<file path="src/rtl/button_conditioner.sv">
// Four-button input conditioner for the snake game top.
// Each raw button is synchronised with two flops and then debounced by a
// saturating counter. The stable levels can be priority-arbitrated to one-hot.
// A single-cycle strobe is generated on each rising edge of an output level.
module button_conditioner #(
  parameter int DEB_COUNT = 250000,
  parameter int CNT_W     = 18,
  parameter bit ONE_HOT   = 1'b1
) (
  input  logic clk,
  input  logic reset_n,
  input  logic btn_up_i,
  input  logic btn_down_i,
  input  logic btn_left_i,
  input  logic btn_right_i,
  output logic up,
  output logic down,
  output logic left,
  output logic right,
  output logic up_pulse,
  output logic down_pulse,
  output logic left_pulse,
  output logic right_pulse,
  output logic any_press
);

  // Terminal count: once a differing sample has persisted this long, it is accepted.
  localparam logic [CNT_W-1:0] CNT_MAX = CNT_W'(DEB_COUNT - 1);

  // Bit order everywhere: [0]=up, [1]=down, [2]=left, [3]=right
  logic [3:0]       w_raw;
  logic [3:0]       r_sync1;
  logic [3:0]       r_sync2;
  logic [3:0]       r_st;
  logic [CNT_W-1:0] r_cnt [4];
  logic [3:0]       w_lvl;
  logic [3:0]       r_lvl_d;
  logic [3:0]       w_pulse;

  assign w_raw = {btn_right_i, btn_left_i, btn_down_i, btn_up_i};

  // Two-flop synchroniser bringing the asynchronous buttons into the clk domain
  always_ff @(posedge clk or negedge reset_n) begin
    if (!reset_n) begin
      r_sync1 <= 4'b0000;
      r_sync2 <= 4'b0000;
    end else begin
      r_sync1 <= w_raw;
      r_sync2 <= r_sync1;
    end
  end

  // Per-button debouncer: any sample equal to the stable state restarts the count
  always_ff @(posedge clk or negedge reset_n) begin
    if (!reset_n) begin
      r_st <= 4'b0000;
      for (int i = 0; i < 4; i++) begin
        r_cnt[i] <= '0;
      end
    end else begin
      for (int i = 0; i < 4; i++) begin
        if (r_sync2[i] == r_st[i]) begin
          r_cnt[i] <= '0;
        end else if (r_cnt[i] == CNT_MAX) begin
          r_st[i]  <= r_sync2[i];
          r_cnt[i] <= '0;
        end else begin
          r_cnt[i] <= r_cnt[i] + CNT_W'(1);
        end
      end
    end
  end

  // Optional priority mask up>down>left>right applied directly to the stable state
  always_comb begin
    w_lvl = r_st;
    if (!ONE_HOT) begin
      w_lvl = r_st;
    end else if (r_st[0]) begin
      w_lvl = 4'b0001;
    end else if (r_st[1]) begin
      w_lvl = 4'b0010;
    end else if (r_st[2]) begin
      w_lvl = 4'b0100;
    end else if (r_st[3]) begin
      w_lvl = 4'b1000;
    end else begin
      w_lvl = 4'b0000;
    end
  end

  // Previous-cycle copy of the output levels for rising-edge detection
  always_ff @(posedge clk or negedge reset_n) begin
    if (!reset_n) begin
      r_lvl_d <= 4'b0000;
    end else begin
      r_lvl_d <= w_lvl;
    end
  end

  // Pulses fire in the first cycle a level reads 1, including when the arbiter
  // hands the level to a lower-priority button that was already held.
  assign w_pulse = w_lvl & ~r_lvl_d;

  assign up          = w_lvl[0];
  assign down        = w_lvl[1];
  assign left        = w_lvl[2];
  assign right       = w_lvl[3];
  assign up_pulse    = w_pulse[0];
  assign down_pulse  = w_pulse[1];
  assign left_pulse  = w_pulse[2];
  assign right_pulse = w_pulse[3];
  assign any_press   = |w_pulse;

endmodule

</file>
<file path="config.mk">
export PLATFORM = sky130hd
export DESIGN_NAME = button_conditioner
export DESIGN_NICKNAME = d
export VERILOG_FILES = /design/src/rtl/button_conditioner.sv
export SDC_FILE = /design/constraint.sdc
export NUM_CORES = 1
export LEC_CHECK = 0
export ABC_AREA = 1
export CORE_UTILIZATION = 35
export CTS_BUF_LIST = sky130_fd_sc_hd__clkbuf_16
export DETAILED_ROUTE_END_ITERATION = 12
export DONT_BUFFER_PORTS = 1
export HOLD_SLACK_MARGIN = 0.15
export SLEW_MARGIN = 20
export SYNTH_ARGS = -nofsm -noshare
export SYNTH_HDL_FRONTEND = slang
export SYNTH_SLANG_ARGS = --single-unit
</file>
<file path="constraint.sdc">
create_clock -name clk -period 1.9 [get_ports clk]
set_input_delay 0.38 -clock clk [delete_from_list [all_inputs] [get_ports clk]]
set_output_delay 0.38 -clock clk [all_outputs]
set_load 0.005 [all_outputs]
</file>
==> metrics.txt <==
first-pass GRT wire length about 15000 um; # DRC 0; register area share after synthesis about half; Syn Nets roughly 560; pwr dens around 710 mW/mm^2; share of cells above drive strength 1 a little over an eighth; status complete, but fails checks; final hold vios roughly 90; die height roughly 120 um; routed wire length 8880 um; total track usage around 14%; # diodes 0; Worst Setup End Kind primary output; clock skew 8.21 ps; worst endpoint data arrival time between 1000 and 1500 ps; Critical path origin r_st[1]; clock slew at reported path FFs approximately 60 ps; Max Cap Violations 0; clk sinks 88; die area 0.0134 mm^2; RSZ-0062 raised after global routing false; Initial DRT Pass Iterations 4; flops & latches, synth just under 90; Synthesis Warnings 0; hold-fix buffer count after cts 4; fin nets 580; Syn Inst Count about 550; Tmin final roughly 1800 ps; number of H-tree levels 3; DR WL/cell about 12 um; leading cell type in the layout, fill and taps excluded nor2_1; number of nets with antenna violations after routing 0; initial antenna violation count 0; worst skew pair latency between 300 and 400 ps; largest net degree at the start of global routing 89; Worst-Margin Slew around 320 ps; vias per cell between 4 and 5; Initial Utilization a little over a third; Sw Share 22.2%; total number of vias roughly 3500; Finished Cell Area a little over 0.005 mm^2; hold crit path type primary input to asynchronous set/reset pin; fmax 0.558 GHz; GRT overflow 0; headroom to the max-slew limit about four fifths; Core Rows between 40 and 50; Clk pwr share 44.3%; critical path class register to primary output; CTS Buf Count 9; Net Sw Power 0.802 mW; Seq pwr share 53.3%; number of global-route vias before repair around 3200; most frequent cells in the layout nor2_1 (138), nand2_1 (100), dfrtp_1 (87); dpl cell area 0.00477 mm^2; type of origin of the critical path register; count of unique library cells instantiated by Yosys 29; Chip Width between 100 and 150 um; fraction of the cycle the final worst path needs between 90% and 100%; DR iter-0 viols 279; DP HPWL about 6300 um; Leakage Power about 2.1 nW; Clock Tree Buf Depth 2; Synth Area per Inst just over 8 um^2; Mapped Area approximately 0.0045 mm^2; endpoints failing setup 0; Sum Neg Setup Slack 0 ps; Pins Over Slew Limit 0; Ports 15; GP Congestion 0.886; Max IR drop VDD around 0.32 mV; violations in the final reports negative hold slack; clock root buffer clkbuf_16; core outline area roughly 0.013 mm^2; Port-buffer cells 0; logic gate share of total power approximately 2.4%; CP Max Fanout 4; Pint 2.81 mW; Layout area overhead 12.9%; Critical R2R Launch r_cnt[36]; WHS -270 ps; critical path required time 1520 ps; CTS tree built
-- per-stage QoR --
step                hold slack [ps]  util [%]  total power, mW  worst slack, ps  std cells
floorplan                      84.4         -             2.02              448        552
global placement               86.2      37.8             2.04              304        727
detailed placement             85.9      37.8             2.04              264        727
CTS                            -284      40.3             3.67             4.61        747
global route                   -281      40.5             3.74             45.4        747
finish                         -270      40.5             3.61              108        747
-- worst max-delay path: stages, from the launching register on --
cell and delay [ps]:
dfrtp_2 450, nor2_2 130, inv_2 80, nor3_4 250
nor3_2 80, nand2_1 80
-- cell usage after synthesis --
cell,count,area share (%)
xor2_1,24,4.6
nand2_2,10,1.4
buf_2,2,0.22
inv_4,1,0.14
nor2_1,139,12
and2_1,2,0.28
nor3b_1,6,0.99
o21ai_1,3,0.33
nand3_1,43,4.8
nor2_4,7,1.7
o21bai_1,4,0.66
buf_4,1,0.17
nor2_2,18,2.5
a21oi_1,12,1.3
nand4_1,7,0.97
nor3_2,1,0.22
xnor2_1,10,1.9
inv_1,42,3.5
dfrtp_1,88,49
nor3_1,8,0.88
nand3_2,3,0.66
nand2_1,100,8.3
ha_1,4,1.1
inv_2,3,0.25
nand3b_1,2,0.33
xnor2_2,1,0.36
o21ai_0,7,0.77
xor2_2,3,1.1
a21oi_4,1,0.36
-- final timing paths --
check	endpoint	slack (ps)	cells past startpoint
min reg2reg	r_sync2[3]	340	0
min in group clk	r_sync2[3]	340	0
min	r_cnt[10]	-270	0
max reg2reg	r_cnt[40]	390	6
max	any_press	110	5
max in group asynchronous	r_cnt[59]	2010	0
-- timing repair --
action	4_1_cts	5_1_grt
hold endpoints to repair	92	88
setup buffers	0	0
gates cloned	0	0
endpoints found under the setup margin	2	1
pin swaps	0	1
resized for setup	2	7
-- power groups by stage --
stage                     Sequential [mW]  Combinational (mW)  Clock (mW)
after CTS                            1.92              0.0884        1.65
after global placement               1.96              0.0797           0
after detailed placement             1.96              0.0815           0
final                                1.92              0.0860        1.60
after floorplan                      1.95              0.0637           0
after global routing                 1.93              0.0990        1.71
-- kinds of logic after synthesis --
logic type | count (synthesis) | share of synthesized area, %
AOI/OAI and AO/OA | 27 | 3.45
xor gates and xnor gates | 38 | 8.02
buffers and inverters | 49 | 4.26
adders and majority gates | 4 | 1.11
DFF | 88 | 48.6
and+or+nand+nor | 346 | 34.5
-- final cells by class --
| type | count | area [um^2] |
|---|---|---|
| Clock buffer | 9 | 225 |
| Clock inverter | 7 | 40.0 |
| Fill cell | 1272 | 7510 |
| Inverter | 46 | 175 |
| Multi-Input combinational cell | 415 | 2170 |
| Sequential cell | 88 | 2200 |
| Tap cell | 172 | 215 |
| Timing Repair Buffer | 10 | 85.1 |
-- layer usage --
metal | track usage [%] | vias up | routed length (um)
li1 | - | 1777 | -
met1 | 19.2 | 1633 | 4210
met2 | 22.5 | 51 | 4120
met3 | 3.19 | 15 | 352
met4 | 7.09 | 0 | 198
met5 | 0 | - | 0
-- flip-flops by register name, summed over array words and instances (netlist names) --
name	flops
r_sync1	4
r_lvl_d	4
r_sync2	4
r_st	4
r_cnt	72
(Power assumes the default switching activity.)
